File: config.mk
export PLATFORM = sky130hd
export DESIGN_NAME = m_unit_seq
export DESIGN_NICKNAME = d
export VERILOG_FILES = /design/src/rtl/m_unit_seq.sv
export SDC_FILE = /design/constraint.sdc
export NUM_CORES = 2
export LEC_CHECK = 0
export CAP_MARGIN = 20
export CORE_UTILIZATION = 39
export CTS_BUF_LIST = sky130_fd_sc_hd__clkbuf_8
export CTS_CLUSTER_DIAMETER = 200
export DETAILED_ROUTE_END_ITERATION = 6
export HOLD_SLACK_MARGIN = 0.15
export PLACE_DENSITY = 0.61
export SLEW_MARGIN = 20
export SYNTH_ARGS = -nofsm -noshare
export SYNTH_HDL_FRONTEND = slang
export SYNTH_SLANG_ARGS = --single-unit
File: constraint.sdc
create_clock -name clk -period 11.6 [get_ports clk]
set_input_delay 2.32 -clock clk [delete_from_list [all_inputs] [get_ports clk]]
set_output_delay 2.32 -clock clk [all_outputs]
set_load 0.02 [all_outputs]
File: src/rtl/m_unit_seq.sv
// m_unit_seq: multiply/divide coprocessor for the PicoRV32 PCPI port.
// Controller and datapath live in one block. It claims only instructions
// with opcode 0110011 and funct7 0000001 (the RISC-V M extension).
// Operands are latched when a request is accepted and are never re-read.
// Divide-by-zero and signed-overflow results follow the RISC-V rules.
//
// Parameters:
//   XLEN  - operand/result width (32 or 64)
//   DIV_K - quotient bits resolved per divide cycle (1, 2 or 4; divides XLEN)
//
// Optional feature macro: M_UNIT_EARLY_OUT_EN
//   When defined, a divide by zero or a signed-overflow divide skips the
//   iteration and goes SETUP -> FIX. The results are the same either way;
//   only the latency changes.
//
// Ports:
//   clk        in   1     clock, rising edge
//   reset      in   1     synchronous active-high reset
//   pcpi_valid in   1     request valid, held until pcpi_ready
//   pcpi_insn  in   32    instruction word
//   pcpi_rs1   in   XLEN  operand A
//   pcpi_rs2   in   XLEN  operand B
//   pcpi_wr    out  1     write-back enable, pulses with pcpi_ready
//   pcpi_rd    out  XLEN  result, zero unless pcpi_ready
//   pcpi_wait  out  1     busy in SETUP/MUL/DIV/FIX
//   pcpi_ready out  1     one-cycle completion pulse
module m_unit_seq #(
  parameter int unsigned XLEN  = 32,
  parameter int unsigned DIV_K = 1
) (
  input  logic            clk,
  input  logic            reset,
  input  logic            pcpi_valid,
  input  logic [31:0]     pcpi_insn,
  input  logic [XLEN-1:0] pcpi_rs1,
  input  logic [XLEN-1:0] pcpi_rs2,
  output logic            pcpi_wr,
  output logic [XLEN-1:0] pcpi_rd,
  output logic            pcpi_wait,
  output logic            pcpi_ready
);

  localparam int unsigned ITERS = XLEN / DIV_K;
  localparam int unsigned CNT_W = $clog2(ITERS) + 1;
  localparam int unsigned PW    = 2 * XLEN;

  typedef enum logic [2:0] {
    S_IDLE,
    S_SETUP,
    S_MUL,
    S_DIV,
    S_FIX,
    S_DONE
  } state_e;

  state_e            state_q, state_d;
  logic [2:0]        func3_q, func3_d;
  logic [XLEN-1:0]   rs1_q, rs1_d;
  logic [XLEN-1:0]   rs2_q, rs2_d;
  logic              a_neg_q, a_neg_d;
  logic              b_neg_q, b_neg_d;
  logic              dz_q, dz_d;
  logic              ovf_q, ovf_d;
  logic [XLEN-1:0]   dvs_q, dvs_d;
  logic [XLEN-1:0]   quo_q, quo_d;
  logic [XLEN-1:0]   rem_q, rem_d;
  logic [CNT_W-1:0]  cnt_q, cnt_d;
  logic [PW-1:0]     prod_q, prod_d;
  logic [XLEN-1:0]   rd_q, rd_d;
  logic              ready_q, ready_d;
  logic              wait_q, wait_d;

  // Request decode: opcode OP with funct7 MULDIV.
  logic hit;
  assign hit = pcpi_valid
            && (pcpi_insn[6:0] == 7'b0110011)
            && (pcpi_insn[31:25] == 7'b0000001);

  // Register/immediate fields of the instruction are not needed here.
  logic unused_insn;
  assign unused_insn = ^{pcpi_insn[24:15], pcpi_insn[11:7]};

  // Operand signedness from the latched func3:
  //   rs1 signed for MULH, MULHSU, DIV, REM; rs2 signed for MULH, DIV, REM.
  logic is_div, div_signed, a_signed, b_signed;
  assign is_div     = func3_q[2];
  assign div_signed = func3_q[2] & ~func3_q[0];
  assign a_signed   = (func3_q == 3'b001) || (func3_q == 3'b010) || div_signed;
  assign b_signed   = (func3_q == 3'b001) || div_signed;

  // Sign flags and magnitudes; -MIN wraps to MIN, which is the right magnitude.
  logic            a_neg_c, b_neg_c;
  logic [XLEN-1:0] a_mag, b_mag;
  assign a_neg_c = a_signed & rs1_q[XLEN-1];
  assign b_neg_c = b_signed & rs2_q[XLEN-1];
  assign a_mag   = a_neg_c ? (~rs1_q + XLEN'(1)) : rs1_q;
  assign b_mag   = b_neg_c ? (~rs2_q + XLEN'(1)) : rs2_q;

  // Special-case detection for divides.
  logic dz_c, ovf_c;
  assign dz_c  = is_div && (rs2_q == '0);
  assign ovf_c = div_signed
              && (rs1_q == {1'b1, {(XLEN-1){1'b0}}})
              && (&rs2_q);

  // Multiplier: (XLEN+1)-bit sign/zero-extended operands, extended to 2*XLEN;
  // the 2*XLEN-bit truncated signed product is exact for these operands.
  logic signed [PW-1:0] a_sx, b_sx;
  logic        [PW-1:0] mul_res;
  assign a_sx    = $signed({{XLEN{a_neg_q}}, rs1_q});
  assign b_sx    = $signed({{XLEN{b_neg_q}}, rs2_q});
  assign mul_res = a_sx * b_sx;

  // Restoring divider: DIV_K shift/compare/subtract steps per cycle.
  // quo_q holds the remaining dividend bits in its upper part and the
  // quotient bits accumulated so far in its lower part.
  logic [XLEN-1:0] div_quo, div_rem;
  logic [XLEN:0]   div_shift, div_trial;
  always_comb begin
    div_quo   = quo_q;
    div_rem   = rem_q;
    div_shift = '0;
    div_trial = '0;
    for (int unsigned i = 0; i < DIV_K; i++) begin
      div_shift = {div_rem, div_quo[XLEN-1]};
      div_trial = div_shift - {1'b0, dvs_q};
      div_quo   = {div_quo[XLEN-2:0], ~div_trial[XLEN]};
      div_rem   = div_trial[XLEN] ? div_shift[XLEN-1:0] : div_trial[XLEN-1:0];
    end
  end

  // Final result selection, including the RISC-V special-case overrides.
  logic [XLEN-1:0] fix_res;
  always_comb begin
    fix_res = '0;
    case (func3_q)
      3'b000: fix_res = prod_q[XLEN-1:0];
      3'b001,
      3'b010,
      3'b011: fix_res = prod_q[PW-1:XLEN];
      3'b100,
      3'b101: begin
        if (dz_q)                 fix_res = '1;
        else if (ovf_q)           fix_res = rs1_q;
        else if (a_neg_q ^ b_neg_q) fix_res = ~quo_q + XLEN'(1);
        else                      fix_res = quo_q;
      end
      default: begin
        if (dz_q)         fix_res = rs1_q;
        else if (ovf_q)   fix_res = '0;
        else if (a_neg_q) fix_res = ~rem_q + XLEN'(1);
        else              fix_res = rem_q;
      end
    endcase
  end

  // Next-state and register-input logic.
  always_comb begin
    state_d = state_q;
    func3_d = func3_q;
    rs1_d   = rs1_q;
    rs2_d   = rs2_q;
    a_neg_d = a_neg_q;
    b_neg_d = b_neg_q;
    dz_d    = dz_q;
    ovf_d   = ovf_q;
    dvs_d   = dvs_q;
    quo_d   = quo_q;
    rem_d   = rem_q;
    cnt_d   = cnt_q;
    prod_d  = prod_q;
    rd_d    = '0;
    ready_d = 1'b0;
    wait_d  = 1'b0;

    case (state_q)
      S_IDLE: begin
        if (hit) begin
          func3_d = pcpi_insn[14:12];
          rs1_d   = pcpi_rs1;
          rs2_d   = pcpi_rs2;
          state_d = S_SETUP;
        end
      end

      S_SETUP: begin
        a_neg_d = a_neg_c;
        b_neg_d = b_neg_c;
        dz_d    = dz_c;
        ovf_d   = ovf_c;
        dvs_d   = b_mag;
        quo_d   = a_mag;
        rem_d   = '0;
        cnt_d   = '0;
        if (!pcpi_valid) begin
          state_d = S_IDLE;
        end else if (!is_div) begin
          state_d = S_MUL;
`ifdef M_UNIT_EARLY_OUT_EN
        end else if (dz_c || ovf_c) begin
          state_d = S_FIX;
`endif
        end else begin
          state_d = S_DIV;
        end
      end

      S_MUL: begin
        prod_d  = mul_res;
        state_d = pcpi_valid ? S_FIX : S_IDLE;
      end

      S_DIV: begin
        quo_d = div_quo;
        rem_d = div_rem;
        if (!pcpi_valid) begin
          state_d = S_IDLE;
        end else if (cnt_q == CNT_W'(ITERS - 1)) begin
          state_d = S_FIX;
        end else begin
          cnt_d = cnt_q + CNT_W'(1);
        end
      end

      S_FIX: begin
        if (pcpi_valid) begin
          rd_d    = fix_res;
          state_d = S_DONE;
        end else begin
          state_d = S_IDLE;
        end
      end

      S_DONE: begin
        state_d = S_IDLE;
      end

      default: begin
        state_d = S_IDLE;
      end
    endcase

    // Output flags track the state being entered so they are registered.
    wait_d  = (state_d == S_SETUP) || (state_d == S_MUL)
           || (state_d == S_DIV)   || (state_d == S_FIX);
    ready_d = (state_d == S_DONE);
  end

  // State and datapath registers.
  always_ff @(posedge clk) begin
    if (reset) begin
      state_q <= S_IDLE;
      func3_q <= '0;
      rs1_q   <= '0;
      rs2_q   <= '0;
      a_neg_q <= 1'b0;
      b_neg_q <= 1'b0;
      dz_q    <= 1'b0;
      ovf_q   <= 1'b0;
      dvs_q   <= '0;
      quo_q   <= '0;
      rem_q   <= '0;
      cnt_q   <= '0;
      prod_q  <= '0;
      rd_q    <= '0;
      ready_q <= 1'b0;
      wait_q  <= 1'b0;
    end else begin
      state_q <= state_d;
      func3_q <= func3_d;
      rs1_q   <= rs1_d;
      rs2_q   <= rs2_d;
      a_neg_q <= a_neg_d;
      b_neg_q <= b_neg_d;
      dz_q    <= dz_d;
      ovf_q   <= ovf_d;
      dvs_q   <= dvs_d;
      quo_q   <= quo_d;
      rem_q   <= rem_d;
      cnt_q   <= cnt_d;
      prod_q  <= prod_d;
      rd_q    <= rd_d;
      ready_q <= ready_d;
      wait_q  <= wait_d;
    end
  end

  assign pcpi_rd    = rd_q;
  assign pcpi_ready = ready_q;
  assign pcpi_wr    = ready_q;
  assign pcpi_wait  = wait_q;

endmodule

### After elaboration in Yosys (flattened, before gate mapping)

Cells that the tools add are included.

| cells by class | value |
|---|---|
| add/subtract/negate cells | 6 |
| $mul | 1 |
| equal/unequal tests | 20 |
| muxes and demuxes | 23 |
| bitwise operators | 12 |
| reductions and logical operators | 21 |

Operators with widths:

| kind | count |
|---|---|
| 2-to-1 mux 32 bit | 9 |
| adder 32 x 1 -> 32 bit (second input constant) | 4 |
| inverter 32 bit | 4 |
| one-hot mux 32 bit (2 select lines) | 2 |
| one-hot mux 32 bit (3 select lines) | 1 |
| multiplier 33 x 33 -> 64 bit | 1 |
| subtractor 33 x 32 -> 33 bit | 1 |
| == test 32 bit (second input constant) | 1 |
| zero test 32 bit | 1 |
| AND reduction 32 bit | 1 |
| == test 3 x 2 -> 1 bit (second input constant) | 6 |
| == test 3 bit (second input constant) | 5 |
| 2-to-1 mux 3 bit | 5 |
| one-hot mux 3 bit (5 select lines) | 1 |
| 2-to-1 mux 6 bit | 2 |
| one-hot mux 6 bit (2 select lines) | 1 |
| == test 3 x 1 -> 1 bit (second input constant) | 3 |
| == test 7 x 1 -> 1 bit (second input constant) | 1 |
| == test 7 x 6 -> 1 bit (second input constant) | 1 |
| adder 6 x 1 -> 6 bit (second input constant) | 1 |
| == test 6 x 5 -> 1 bit (second input constant) | 1 |
| zero test 3 bit | 2 |
| logical OR 1 bit | 6 |
| OR reduction 3 bit | 2 |
| other kinds (11) | 21 |

| word-level totals | value |
|---|---|
| register bits | 274 |
| input bits | 99 |
| output and inout bits | 35 |
| word-level logic and storage cells | 99 |

### Depth between registers and ports, before layout

| depth | value |
|---|---|
| word-level depth | 9 |
| mapped depth | 31 |
| gate-level depth less buffers | 27 |

### Worst setup path before layout

Ideal clock, no wire load.

| timing | value |
|---|---|
| kind | register -> register |
| start | register a_neg_q |
| end | register prod_q[63] |
| library setup time | 70 ps |
| arrival time | 8516 ps |
| required time | 11530 ps |
| path slack | 3013 ps |
| stages on the path, launching flop included | 29 |
| path buffers | 3 |
| clock period less this slack | 8587 ps |
| cells stage by stage | dfxtp_1 -> clkbuf_1 -> clkbuf_1 -> clkbuf_1 -> nand2_1 -> inv_1 -> fa_1 -> fa_1 -> fa_1 -> inv_1 -> fa_1 -> inv_1 -> fa_1 -> fa_1 -> inv_1 -> fa_1 -> fa_1 -> inv_1 -> ha_1 -> a21o_1 -> a21o_1 -> a21o_1 -> a21o_1 -> a21o_1 -> a2111oi_0 -> o31ai_1 -> xnor2_1 -> nand2_1 -> a21oi_1 |

| between the ends | value |
|---|---|
| word-level cells in the longest chain between the ends | 1 |

RTL lines:

| what | line | text |
|---|---|---|
| start, declared | 60 | `logic a_neg_q, a_neg_d;` |
| start signal, assigned | 273 | `a_neg_q <= a_neg_d;` |
| multiplier 33 x 33 -> 64 bit | 112 | `assign mul_res = a_sx * b_sx;` |
| end signal, assigned | 281 | `prod_q <= prod_d;` |
| end, declared | 68 | `logic [PW-1:0] prod_q, prod_d;` |

Every way passes these cells.
A chain may end at the register's enable or synchronous reset.

### Final worst setup path

Ends and elaborated chain as after synthesis.

==> metrics.yaml <==
yosysTopAreaCell: "fa_1"
worst_ep_arrival_time_ns: 9.98
hold_buffers: 0
cp_slowest_cell: "dfxtp_2"
routedWlPerCell_um: 20.7
rows: 136
antenna_found_initial: 8
met3_wirelength_um: 12100
setup_tns_ns: 0
timing.slew.headroom_pct: 23.4
grtUsageTotal_pct: 23.9
portBuffers: 118
drc: 0
synth_edf_count: 0
seq_area_frac_synth_pct: 10.2
cts_resized: 0
crit_type: "flip-flop to flip-flop"
ys_types: 89
vdd_drop_max_mv: 0.0766
syn_area_sq_um: 53900
post-route-cell-area_sq_um: 57500
crit_top_cell: "fa_1"
design.core.area_sq_um: 137000
final.min_clock_period_ns: 9.43
power_frac_seq_pct: 48.1
run_status: "finished clean"
path_max_fanout: 46
syn2layout_area_growth_pct: 6.76
netlist_top_cells_area: "fa_1 (42%), dfxtp_1 (10%), inv_1 (7.9%)"
wl_met2_um: 76700
postRouteAntennaNets: 0
hp-start: "prod_q[0]"
setup_viol: 0
drv_slew: 0
dp_cells: 7790
cts_setup_buffers: 0
die_w_um: 374
power_switching_uw: 480
cap_violations: 0
cts_tree: "yes"
clockPowerShare_pct: 49.4
io_pins: 134
synth.avg_cell_area_sq_um: 8.70
cp-start-kind: "flip-flop"
p_int_uw: 1470
vias: 42028
tightest_slew_ns: 1.15
cts_buffers: 45
end_kind: "flip-flop"
hold_viol: 0
clk_latency_ns: 0.65
rsz0062_at_grt: "no"
yosysMostFrequentCell: "inv_1"
hold_class: "flip-flop to flip-flop"
grt-ovfl-total: 0
cts_root_buffer: "clkbuf_8"
period_share_pct: 81.3
htree_levels: 2
synth_common_cells: "inv_1 (1131), fa_1 (1126), nand2_1 (962)"
placed_area_sq_um: 56500
powerDensity_nw_per_um2: 33.9
grt_pass1_wl_um: 259000
async_flop_share_pct: 0
pwr-share-comb_pct: 2.4
die_h_um: 374
final_cells: 7870
initialDrtViolationCount: 3410
dp_hpwl_um: 124000
worstReg2RegStart: "a_neg_q"
topRoutingLayerUsed: "met5"
finalPower_uw: 1950
place_congestion: 0.964
nets: 7518
cpPeakStageDelay_ns: 0.96
numClockSinks: 274
fmax_ghz: 0.106
synth_cells: 6195
grt_pass1_vias: 44021
yosysWarnings: 0
drive_above_1_share_pct: 4.15
finClkSkew_ns: 0.0543
die_area_sq_um: 140000
m1WireLength_um: 69100
critPathLaunch: "a_neg_q"
clk_pin_slew_ns: 0.07
p_leak_uw: 0.0274
cts.path.max_buffers: 3
switching_share_pct: 24.6
start_util_pct: 39.3
ys_seq_elements: 274
routed_wl_um: 163000
ys.flop_type: "dfxtp_1"
syn_nets: 7670
netlist.area_leader.share_pct: 41.8
cp.required_ns: 12.16
grt_start_max_net_pins: 94
vias_per_cell: 5.34
first_pass_iters: 6
power by group through the flow:
stage / Combinational, uW / Clock (uW) / Sequential, uW
6_report: 47.8 / 966 / 940
5_1_grt: 50.5 / 1020 / 940
4_1_cts: 47.6 / 980 / 941
3_5_place_dp: 47.4 / 0 / 962
3_3_place_gp: 47.2 / 0 / 962
2_1_floorplan: 13.8 / 0 / 962
placed cells by master, fill, tap and decap left out, types with 62 or more instances in the layout:
master,n
and2_1,534
fa_1,1126
o21ai_0,152
nor2_1,178
inv_1,1140
buf_4,95
clkdlybuf4s50_1,117
ha_1,250
xnor2_1,136
mux2i_1,63
a211oi_1,62
a21oi_1,278
nand2_1,960
dfxtp_1,250
xor2_1,76
per-stage QoR:
step | hold slack, ns | worst slack [ns] | utilization (%)
4_1_cts | 0.450 | 2.20 | 41.9
3_3_place_gp | 0.438 | 2.45 | 41.2
2_1_floorplan | 0.417 | 3.01 | -
3_5_place_dp | 0.441 | 2.26 | 41.2
5_1_grt | 0.467 | 1.71 | 41.9
6_report | 0.451 | 2.17 | 41.9
kinds of logic (layout without fill, tap and decap cells):
group	after synthesis	count (layout)	share of synthesized area (%)
simple gates	1950	1950	17.5
buf+inv	1545	1425	10.8
fa+ha+maj	1376	1376	47.6
compound gates	772	772	9.18
flops	274	274	10.2
xor+xnor	213	213	3.50
mux	65	65	1.21
other cells	0	1	0
layout make-up:
| class | count | area [sq um] |
|---|---|---|
| fillers | 13574 | 79800 |
| multi-input cells | 4376 | 42700 |
| flip-flops and latches | 274 | 5520 |
| inverters | 1133 | 4250 |
| well taps | 1794 | 2240 |
| repair buffers | 213 | 1900 |
| clock buffers | 56 | 771 |
| clock inverters | 23 | 210 |
| diodes | 1 | 2.50 |
final timing paths:
path,to,slack (ns),cells past startpoint
worst max-delay path,prod_q[63],2.17,26
worst min-delay path,prod_q[0],0.45,2
worst max register to register,prod_q[63],2.17,26
worst min register to register,prod_q[0],0.45,2
flip-flops by register name, summed over array words and instances, names as in the netlist:
register,count
pcpi_rd,32
dvs_q,32
cnt_q,6
ovf_q,1
rs1_q,32
rs2_q,32
func3_q,3
prod_q,64
pcpi_ready,1
a_neg_q,1
b_neg_q,1
rem_q,32
dz_q,1
state_q,3
quo_q,32
pcpi_wait,1
per-layer routing:
metal  track usage [%]  up-vias
met2              39.4     1570
li1                  -    18559
met5                 0        -
met4              7.06        2
met3              3.49      267
met1              32.4    21630
critical path, delay by kind of cell, from the launching register on:
| kind | cells | cell delay, ns |
|---|---|---|
| compound gates | 8 | 1.84 |
| xor+xnor | 1 | 0.17 |
| fa+ha+maj | 9 | 4.87 |
| buf+inv | 6 | 1.09 |
| flops | 1 | 0.96 |
| simple gates | 2 | 0.36 |
No activity file was read; power rests on OpenSTA's default activity.
